$ cat src/rtl/scpu_arb_pkg.sv
// ============================================================================
// Module   : scpu_arb_pkg
// Purpose  : Shared types and constants for the CPU memory arbiter:
//            FSM state encoding, owner (winning requester) encoding and the
//            default read data returned when an access is aborted.
// Ports    : none (package)
// Revision : 1.0  initial release
// ============================================================================
`default_nettype none

package scpu_arb_pkg;

  typedef enum logic [1:0] {
    ST_IDLE = 2'd0,
    ST_BUSY = 2'd1,
    ST_ACK  = 2'd2
  } arb_state_e;

  typedef enum logic {
    OWN_IF = 1'b0,
    OWN_D  = 1'b1
  } owner_e;

  localparam logic [31:0] ERR_RDATA_DEFAULT = 32'hDEADBEEF;

endpackage : scpu_arb_pkg

`default_nettype wire

$ cat src/rtl/scpu_arb_pick.sv
// ============================================================================
// Module   : scpu_arb_pick
// Purpose  : Combinational winner selection between the fetch and data
//            requesters.
//            Macro SCPU_ARB_RR_EN: when defined, a tie goes to the requester
//            that did not win last time (taken from owner); when undefined,
//            data always beats fetch and owner does not affect the choice.
// Ports    : if_req  - fetch request pending
//            d_req   - data request pending
//            owner   - requester granted most recently
//            winner  - selected requester (meaningful only if a request exists)
// Revision : 1.0  initial release
// ============================================================================
`default_nettype none

module scpu_arb_pick
  import scpu_arb_pkg::*;
(
  input  logic   if_req,
  input  logic   d_req,
  input  owner_e owner,
  output owner_e winner
);

  always_comb begin
    // With no request the result is unused; keeping owner avoids a glitchy
    // default and ties the input into the logic in both builds.
    winner = owner;
`ifdef SCPU_ARB_RR_EN
    if (if_req && d_req) begin
      winner = (owner == OWN_D) ? OWN_IF : OWN_D;
    end else if (d_req) begin
      winner = OWN_D;
    end else if (if_req) begin
      winner = OWN_IF;
    end
`else
    if (d_req) begin
      winner = OWN_D;
    end else if (if_req) begin
      winner = OWN_IF;
    end
`endif
  end

endmodule : scpu_arb_pick

`default_nettype wire

$ cat src/rtl/scpu_mem_arbiter.sv
// ============================================================================
// Module   : scpu_mem_arbiter
// Purpose  : Shares one single-port memory between the CPU fetch port and
//            the load/store port. One access is in flight at a time over a
//            req/ready handshake; the winner receives read data with a
//            one-cycle ack. Accesses the memory does not answer within
//            MAX_WAIT cycles are aborted with ERR_RDATA and a sticky err.
//            Arbitration policy selected by macro SCPU_ARB_RR_EN
//            (see scpu_arb_pick).
// Ports    : clk, reset (async, active-low)
//            if_req/if_addr -> if_ack/if_rdata      fetch requester
//            d_req/d_we/d_addr/d_wdata/d_wmask
//                           -> d_ack/d_rdata        data requester
//            mem_req/mem_we/mem_addr/mem_wdata/mem_wmask,
//            mem_ready/mem_rdata                    memory side
//            err                                    sticky abort flag
// Revision : 1.0  initial release
// ============================================================================
`default_nettype none

module scpu_mem_arbiter
  import scpu_arb_pkg::*;
#(
  parameter int                ADDR_W    = 32,
  parameter int                DATA_W    = 32,
  parameter int                MAX_WAIT  = 15,
  parameter logic [DATA_W-1:0] ERR_RDATA = DATA_W'(ERR_RDATA_DEFAULT)
) (
  input  logic                clk,
  input  logic                reset,
  // fetch port
  input  logic                if_req,
  input  logic [ADDR_W-1:0]   if_addr,
  output logic                if_ack,
  output logic [DATA_W-1:0]   if_rdata,
  // data port
  input  logic                d_req,
  input  logic                d_we,
  input  logic [ADDR_W-1:0]   d_addr,
  input  logic [DATA_W-1:0]   d_wdata,
  input  logic [DATA_W/8-1:0] d_wmask,
  output logic                d_ack,
  output logic [DATA_W-1:0]   d_rdata,
  // memory port
  output logic                mem_req,
  output logic                mem_we,
  output logic [ADDR_W-1:0]   mem_addr,
  output logic [DATA_W-1:0]   mem_wdata,
  output logic [DATA_W/8-1:0] mem_wmask,
  input  logic                mem_ready,
  input  logic [DATA_W-1:0]   mem_rdata,
  // status
  output logic                err
);

  localparam int                CNT_W   = $clog2(MAX_WAIT + 1);
  localparam logic [CNT_W-1:0]  CNT_MAX = CNT_W'(MAX_WAIT);

  arb_state_e          state_q,     state_d;
  owner_e              owner_q,     owner_d;
  logic [CNT_W-1:0]    wait_cnt_q,  wait_cnt_d;
  logic                mem_req_q,   mem_req_d;
  logic                mem_we_q,    mem_we_d;
  logic [ADDR_W-1:0]   mem_addr_q,  mem_addr_d;
  logic [DATA_W-1:0]   mem_wdata_q, mem_wdata_d;
  logic [DATA_W/8-1:0] mem_wmask_q, mem_wmask_d;
  logic                if_ack_q,    if_ack_d;
  logic                d_ack_q,     d_ack_d;
  logic [DATA_W-1:0]   if_rdata_q,  if_rdata_d;
  logic [DATA_W-1:0]   d_rdata_q,   d_rdata_d;
  logic                err_q,       err_d;

  owner_e              pick_winner;

  scpu_arb_pick u_pick (
    .if_req (if_req),
    .d_req  (d_req),
    .owner  (owner_q),
    .winner (pick_winner)
  );

  always_comb begin
    state_d     = state_q;
    owner_d     = owner_q;
    wait_cnt_d  = wait_cnt_q;
    mem_req_d   = mem_req_q;
    mem_we_d    = mem_we_q;
    mem_addr_d  = mem_addr_q;
    mem_wdata_d = mem_wdata_q;
    mem_wmask_d = mem_wmask_q;
    if_ack_d    = 1'b0;
    d_ack_d     = 1'b0;
    if_rdata_d  = if_rdata_q;
    d_rdata_d   = d_rdata_q;
    err_d       = err_q;

    unique case (state_q)
      ST_IDLE: begin
        if (if_req || d_req) begin
          owner_d    = pick_winner;
          mem_req_d  = 1'b1;
          wait_cnt_d = '0;
          state_d    = ST_BUSY;
          if (pick_winner == OWN_D) begin
            mem_we_d    = d_we;
            mem_addr_d  = d_addr;
            mem_wdata_d = d_wdata;
            mem_wmask_d = d_wmask;
          end else begin
            mem_we_d    = 1'b0;
            mem_addr_d  = if_addr;
            mem_wdata_d = '0;
            mem_wmask_d = '0;
          end
        end
      end

      ST_BUSY: begin
        if (mem_req_q && mem_ready) begin
          mem_req_d = 1'b0;
          state_d   = ST_ACK;
          if (owner_q == OWN_D) begin
            d_ack_d   = 1'b1;
            d_rdata_d = mem_rdata;
          end else begin
            if_ack_d   = 1'b1;
            if_rdata_d = mem_rdata;
          end
        end else if (wait_cnt_q == CNT_MAX) begin
          // Timeout: counter holds at its limit, access is aborted.
          mem_req_d = 1'b0;
          err_d     = 1'b1;
          state_d   = ST_ACK;
          if (owner_q == OWN_D) begin
            d_ack_d   = 1'b1;
            d_rdata_d = ERR_RDATA;
          end else begin
            if_ack_d   = 1'b1;
            if_rdata_d = ERR_RDATA;
          end
        end else begin
          wait_cnt_d = wait_cnt_q + CNT_W'(1);
        end
      end

      ST_ACK: begin
        // Requesters are dropping their req this cycle; do not re-grant.
        state_d = ST_IDLE;
      end

      default: begin
        state_d = ST_IDLE;
      end
    endcase
  end

  always_ff @(posedge clk or negedge reset) begin
    if (!reset) begin
      state_q     <= ST_IDLE;
      owner_q     <= OWN_IF;
      wait_cnt_q  <= '0;
      mem_req_q   <= 1'b0;
      mem_we_q    <= 1'b0;
      mem_addr_q  <= '0;
      mem_wdata_q <= '0;
      mem_wmask_q <= '0;
      if_ack_q    <= 1'b0;
      d_ack_q     <= 1'b0;
      if_rdata_q  <= '0;
      d_rdata_q   <= '0;
      err_q       <= 1'b0;
    end else begin
      state_q     <= state_d;
      owner_q     <= owner_d;
      wait_cnt_q  <= wait_cnt_d;
      mem_req_q   <= mem_req_d;
      mem_we_q    <= mem_we_d;
      mem_addr_q  <= mem_addr_d;
      mem_wdata_q <= mem_wdata_d;
      mem_wmask_q <= mem_wmask_d;
      if_ack_q    <= if_ack_d;
      d_ack_q     <= d_ack_d;
      if_rdata_q  <= if_rdata_d;
      d_rdata_q   <= d_rdata_d;
      err_q       <= err_d;
    end
  end

  assign mem_req   = mem_req_q;
  assign mem_we    = mem_we_q;
  assign mem_addr  = mem_addr_q;
  assign mem_wdata = mem_wdata_q;
  assign mem_wmask = mem_wmask_q;
  assign if_ack    = if_ack_q;
  assign d_ack     = d_ack_q;
  assign if_rdata  = if_rdata_q;
  assign d_rdata   = d_rdata_q;
  assign err       = err_q;

endmodule : scpu_mem_arbiter

`default_nettype wire
$ cat config.mk
export PLATFORM = sky130hd
export DESIGN_NAME = scpu_mem_arbiter
export DESIGN_NICKNAME = d
export VERILOG_FILES = /design/src/rtl/scpu_arb_pkg.sv /design/src/rtl/scpu_arb_pick.sv /design/src/rtl/scpu_mem_arbiter.sv
export SDC_FILE = /design/constraint.sdc
export NUM_CORES = 1
export LEC_CHECK = 0
export CORE_UTILIZATION = 45
export CTS_BUF_LIST = sky130_fd_sc_hd__clkbuf_4
export DETAILED_ROUTE_END_ITERATION = 8
export HOLD_SLACK_MARGIN = 0.02
export PLACE_DENSITY_LB_ADDON = 0.15
export REMOVE_ABC_BUFFERS = 1
export SETUP_SLACK_MARGIN = 0.15
export SLEW_MARGIN = 20
export SYNTH_ARGS = -nofsm -noshare
export SYNTH_HDL_FRONTEND = slang
export SYNTH_SLANG_ARGS = --single-unit
$ cat constraint.sdc
create_clock -name clk -period 2.7 [get_ports clk]
set_input_delay 0.54 -clock clk [delete_from_list [all_inputs] [get_ports clk]]
set_output_delay 0.54 -clock clk [all_outputs]
set_load 0.01 [all_outputs]
==> summary.md, run 1 <==
| Metric | Value |
|---|---|
| Outcome | `finished, final reports clean` |
| Cell Pwr Density | `between 1000 and 1500 nW/um^2` |
| Vias | `4743` |
| Syn Area/Cell | `roughly 13 sq um` |
| Commonest non-fill, non-tap cell in the layout | `clkdlybuf4s50_1` |
| 1st-pass router iterations | `4` |
| Row count | `40` |
| Storage cell area | `roughly 3600 sq um` |
| R2r setup slk | `between 0.7 and 0.8 ns` |
| CP Class | `flip-flop to output port` |
| Gr usage total | `0.246` |
| Largest net degree at the start of global routing | `about 110` |
| Post-Route WL | `16000 um` |
| Post-synth cell types | `39` |
| Via density | `5.29` |
| Final hold vios | `0` |
| Mapped Cells | `about 450` |
| Worst path buffer plus inverter count | `1` |
| Cell taking the most area after synthesis | `dfrtp_1` |
| Number of buffers added on ports | `approximately 270` |
| Post-route cell area | `approximately 8900 sq um` |
| Commonest non-fill, non-tap cells in the layout | `clkdlybuf4s50_1 (273), dfrtp_1 (143), nand2_1 (44), a22o_1 (37), mux2i_1 (33)` |
| Tcrit/Tclk final | `0.767` |
| Die area | `between 10000 and 15000 sq um` |
| Initial antenna violation count | `1` |
| Vias in the first global route | `between 4000 and 5000` |
| Insertion delay to the later sink of the worst-skew pair | `approximately 0.52 ns` |
| ANT nets after route | `0` |
| CTS H-tree depth | `4` |
| Grt total ovfl | `0` |
| Final #Nets | `~850` |
| Wire per inst | `about 18 um` |
| CP Capture Type | `output port` |
| Seq/Total Area, Yosys | `0.628` |
| Fill cells | `~920` |
| Startpoint types | `flip-flop` |
| Area contributors post-synth | `dfrtp_1 (63%), mux2i_1 (5.8%), a22o_1 (5.6%), a2bb2oi_1 (3.7%), nand2_1 (2.9%)` |
| Max_slew headroom | `0.599` |
| Placer congestion estimate | `0.825` |
| #FFs+latches synth | `about 140` |
| Max VDD drop | `0.581 mV` |
| Slew at the pin closest to its max-slew limit | `between 0.6 and 0.7 ns` |
| Mapped cell area | `5740 sq um` |
| Crit path max-delay family | `buffers and inverters` |
| CP max FO | `5` |
| Placed Area | `between 8000 and 9000 sq um` |
| Max Freq | `between 400 and 500 MHz` |
| CP cell instances | `clkdlybuf4s50_1` |
| Yosys Warn Count | `0` |
| Slowest stage delay, CP | `0.58 ns` |
| Tmin final | `between 2 and 2.5 ns` |
| Area Overhead vs Synth | `55.1%` |
| Skew final | `around 0.026 ns` |
| Min-delay worst type | `input pin to async pin` |
| Vert. Die Dim | `around 110 um` |
| Layout cells sized above 1 | `0.0935` |
| Hold slack | `~0.47 ns` |
| Clock buffer depth | `2` |
| CTS tree | `done` |
| Max-slew violation count | `0` |
| Die width | `115 um` |
| HPWL after DPL | `between 10000 and 15000 um` |
| Initial core utilization | `0.470` |
| Critical Path RT | `between 2 and 2.5 ns` |
| Total CTS buffers | `17` |
| Arrival time at the worst endpoint | `about 1.5 ns` |
| Top-area cell type share of the netlist area | `0.628` |
| CTS sink cnt | `roughly 140` |
| Total power | `~10000 uW` |
| IO Count | `approximately 280` |
| Core area | `approximately 12000 sq um` |
| # DRC | `0` |
| Area of the multi-input gates | `roughly 1900 sq um` |
| Slowest CP cell | `clkdlybuf4s50_1` |
| First-pass GRT wire length | `24600 um` |
| Unrepaired setup endpoints after global routing | `false` |
| DR iter-0 viols | `~310` |
| Root Driver | `clkbuf_4` |
| LEAKAGE | `roughly 0.0038 uW` |
| Finish-stage setup viols | `0` |
| Clock transition at path regs | `roughly 0.13 ns` |
| Maxcap violations | `0` |
## cell families after synthesis
| kind of cell | synth area share |
|---|---|
| flops | 0.628 |
| simple gates | 0.0612 |
| fa+ha+maj | 0.00218 |
| mux | 0.0575 |
| buf+inv | 0.0445 |
| compound gates | 0.207 |
## cell type report
type | instances | area share
Antenna cell | 1 | 0.000281
Clock buffer | 18 | 0.0152
Clock inverter | 14 | 0.0185
Inverter | 5 | 0.00309
Multi-Input combinational cell | 262 | 0.213
Sequential cell | 144 | 0.405
Tap cell | 168 | 0.0236
Timing Repair Buffer | 284 | 0.321
## through the flow
stage / setup TNS, ns / worst slack, ns / cells / utilization
after floorplan: -192.40 / -3.54 / 411 / -
after global placement: 0 / 0.423 / 862 / 0.704
after detailed placement: 0 / 0.340 / 862 / 0.704
after CTS: 0 / 0.569 / 895 / 0.729
after global routing: 0 / 0.536 / 896 / 0.729
final: 0 / 0.628 / 896 / 0.729
## cell usage after synthesis
cell	number
and4_1	1
nand4_1	1
nor2_1	27
nand3_1	5
buf_2	13
a21oi_1	2
buf_12	1
inv_1	1
and3_2	1
o2bb2ai_1	8
o21a_1	2
ha_1	1
nor2b_1	1
nand2_4	1
o32a_1	10
a21o_1	2
a41o_2	1
buf_4	6
inv_8	1
inv_2	2
a21oi_4	1
clkbuf_1	12
mux2i_1	33
nor3_1	1
o21ai_1	31
buf_8	1
nand2_1	44
o21ai_0	3
buf_1	1
a22o_1	37
o32a_2	14
nand2b_1	1
clkinv_2	1
buf_6	3
a32o_1	8
dfrtp_1	144
a2bb2oi_1	24
nand2b_2	1
o211ai_1	1
## final timing paths
kind / from / to / cells past startpoint
worst max-delay path: mem_req / mem_req / 1
worst min-delay path: reset / if_rdata[24] / 2
worst max register to register: state_q[0] / mem_wdata[3] / 5
worst min register to register: err / err / 1
max in group asynchronous: reset / mem_wdata[16] / 3
min in group clk: err / err / 1
## report_power, final
group	switching, uW	leakage (uW)	internal [uW]
logic	2060	0.00188	2610
clock network	760	0.000152	649
registers	571	0.00173	3110
## metal layers
| layer | GRT usage | wire (um) | up-vias | share of wire |
|---|---|---|---|---|
| li1 | - | - | 2197 | - |
| met1 | 0.278 | 6130 | 2322 | 0.38 |
| met2 | 0.418 | 8030 | 195 | 0.50 |
| met3 | 0.0875 | 1420 | 29 | 0.089 |
| met4 | 0.113 | 377 | 0 | 0.024 |
| met5 | 0 | 0 | - | 0 |
## registers in the layout (all words and copies together) (netlist names)
register    flops
d_rdata        32
if_rdata       32
mem_addr       32
mem_wdata      32
mem_wmask       4
wait_cnt_q      4
state_q         2
d_ack           1
err             1
if_ack          1
mem_req         1
mem_we          1
owner_q         1
## what timing repair did
item / CTS / global route
endpoints found under the hold margin: 41 / 0
gates resized for setup: 0 / 0
buffers inserted: 0 / 0
hold buffers: 1 / 0
No activity file was read; power rests on OpenSTA's default activity.
==> run 2, diff against run 1 <==
Settings changed: CORE_UTILIZATION 45 to 42.
Clock period 2.7 ns to 2.2 ns, I/O delays scaled along.
==> summary.md, run 2 (same netlist as run 1, synthesis figures left out) <==
| Metric | Value |
|---|---|
| Grt total ovfl | `0 (unchanged)` |
| Largest net degree at the start of global routing | `105 (unchanged)` |
| Pint | `7750 uW (+22%)` |
| WP depth | `1 (unchanged)` |
| Startpoint types | `flip-flop` |
| Commonest non-fill, non-tap cells in the layout | `clkdlybuf4s50_1 (271), dfrtp_1 (143), nand2_1 (44), a22o_1 (37), mux2i_1 (33)` |
| CP Capture Type | `output port` |
| R2r setup slk | `0.32 ns (-0.44 ns)` |
| Core area | `13300 sq um (+8.9%)` |
| Initial antenna violation count | `0 (-1)` |
| Post-route cell area | `8900 sq um (about the same)` |
| Area of the multi-input gates | `1900 sq um (unchanged)` |
| Slowest CP cell | `clkdlybuf4s50_1` |
| CTS H-tree depth | `4 (unchanged)` |
| Clock share of power | `0.134 (-0.010)` |
| Final #Nets | `854 (+0.12%)` |
| R2R cell count | `5 (unchanged)` |
| Max Freq | `~520 MHz` |
| Layout cells sized above 1 | `0.0923 (-0.00125)` |
| Slowest stage delay, CP | `0.63 ns (+0.05 ns)` |
| Tcrit/Tclk final | `0.880` |
| Max VDD drop | `0.630 mV (+8.4%)` |
| Max_slew headroom | `0.508 (-0.0908)` |
| Worst path buffer plus inverter count | `1 (unchanged)` |
| Commonest non-fill, non-tap cell in the layout | `clkdlybuf4s50_1` |
| Gr usage total | `0.228 (-0.0174)` |
| CP Class | `flip-flop to output port` |
| Net switching power | `4080 uW (+20%)` |
| # Post-CTS Setup Buffers | `0 (unchanged)` |
| Clock buffer depth | `2 (unchanged)` |
| Critical Path RT | `1.76 ns (-0.40 ns)` |
| Cell Pwr Density | `1330 nW/um^2 (+21%)` |
| Vert. Die Dim | `119 um (+3.4%)` |
| Unrepaired setup endpoints after global routing | `false` |
| Die area | `14100 sq um (+7.0%)` |
| Root Driver | `clkbuf_4` |
| Storage cell area | `3600 sq um (unchanged)` |
| LEAKAGE | `0.00379 uW (+0.50%)` |
| Min-delay worst type | `input pin to async pin` |
| Logic pwr share | `0.483 (+0.005)` |
| Total CTS buffers | `17 (unchanged)` |
| Slew at the pin closest to its max-slew limit | `0.737 ns (+0.136 ns)` |
| CP cell instances | `clkdlybuf4s50_1` |
| Placer congestion estimate | `0.781 (-5.3%)` |
| 1st-pass router iterations | `4 (unchanged)` |
| Wire per inst | `17.3 um (-3.1%)` |
| Initial core utilization | `0.432 (-0.0383)` |
| Total power | `11800 uW (+21%)` |
| Insertion delay to the later sink of the worst-skew pair | `0.52 ns (about the same)` |
| Number of buffers added on ports | `274 (unchanged)` |
| Core Util, Final | `0.670 (-0.0596)` |
| CTS sink cnt | `144 (unchanged)` |
| Final cell count without fillers | `902 (+0.67%)` |
| Vias in the first global route | `4863 (-0.041%)` |
| HPWL after DPL | `11200 um (-4.7%)` |
| Hold slack | `0.404 ns (-0.0696 ns)` |
| Final hold vios | `0 (unchanged)` |
| First-pass GRT wire length | `24900 um (+1.3%)` |
| N_diodes | `0 (-1)` |
| Row count | `42 (+5.0%)` |
| Clock transition at path regs | `0.11 ns (-0.02 ns)` |
| Via density | `5.17 (-2.3%)` |
| Post-Route WL | `15600 um (-2.4%)` |
| # DRC | `0 (unchanged)` |
| Placed Area | `8630 sq um (+0.50%)` |
| ANT nets after route | `0 (unchanged)` |
| Arrival time at the worst endpoint | `1.50 ns (-0.03 ns)` |
| Crit path max-delay family | `buffers and inverters` |
| DR iter-0 viols | `310 (-1.3%)` |
| Max-slew violation count | `0 (unchanged)` |
| Outcome | `finished, final reports clean` |
| Die width | `119 um (+3.4%)` |
| Vias | `4663 (-1.7%)` |
| Skew final | `0.0145 ns (-0.0118 ns)` |
| Part of the power in registers | `0.383 (+0.006)` |
| Finish-stage setup viols | `0 (unchanged)` |
| Area Overhead vs Synth | `55.1% (about the same)` |
| Maxcap violations | `0 (unchanged)` |
| Fill cells | `1040 (+13%)` |
| Placed cells | `871 (+1.0%)` |
| CTS tree | `done` |
| IO Count | `275 (unchanged)` |
| Tmin final | `slightly below 2 ns` |
| CP max FO | `2 (-3)` |
| Sw frac | `0.345 (-0.00249)` |
run 2: power groups by stage:
| stage | clock (uW) | combinational (uW) | sequential, uW |
|---|---|---|---|
| 4_1_cts | 1640 | 5770 | 4540 |
| 5_1_grt | 1760 | 6110 | 4680 |
| 6_report | 1580 | 5710 | 4530 |
| 3_3_place_gp | 0 | 5640 | 4540 |
| 3_5_place_dp | 0 | 5780 | 4560 |
| 2_1_floorplan | 0 | 1890 | 5110 |
run 2: final cells by class:
| cell class | instances | share of cell area |
|---|---|---|
| Multi-Input combinational cell | 262 | 0.213 |
| Clock buffer | 22 | 0.0186 |
| Clock inverter | 8 | 0.0103 |
| Tap cell | 176 | 0.0247 |
| Timing Repair Buffer | 285 | 0.325 |
| Sequential cell | 144 | 0.405 |
| Inverter | 5 | 0.00309 |
run 2: worst paths after layout:
check,endpoint,from
setup reg to reg,mem_wdata[12],state_q[0]
setup / recovery,mem_addr[24],mem_addr[24]
hold / removal,if_rdata[24],reset
max in group asynchronous,d_rdata[9],reset
hold reg to reg,err,err
min in group clk,err,err
run 2: what timing repair did:
item,CTS,global route
resized for setup,1,1
setup endpoints to repair,1,1
hold buffers,1,0
pin swaps,0,0
hold endpoints to repair,42,0
run 2: layer usage:
layer,GRT usage,routed length (um),up-vias
met1,0.278,6340,2263
li1,-,-,2190
met4,0.101,322,0
met3,0.0776,1300,24
met5,0,0,-
met2,0.368,7610,186
run 2: metrics by stage:
| stage | setup WS (ns) | setup TNS [ns] |
|---|---|---|
| after floorplan | -3.94 | -221.64 |
| after global placement | 0.0684 | 0 |
| after detailed placement | -0.0465 | -0.604 |
| after CTS | 0.168 | 0 |
| after global routing | 0.178 | 0 |
| final | 0.264 | 0 |
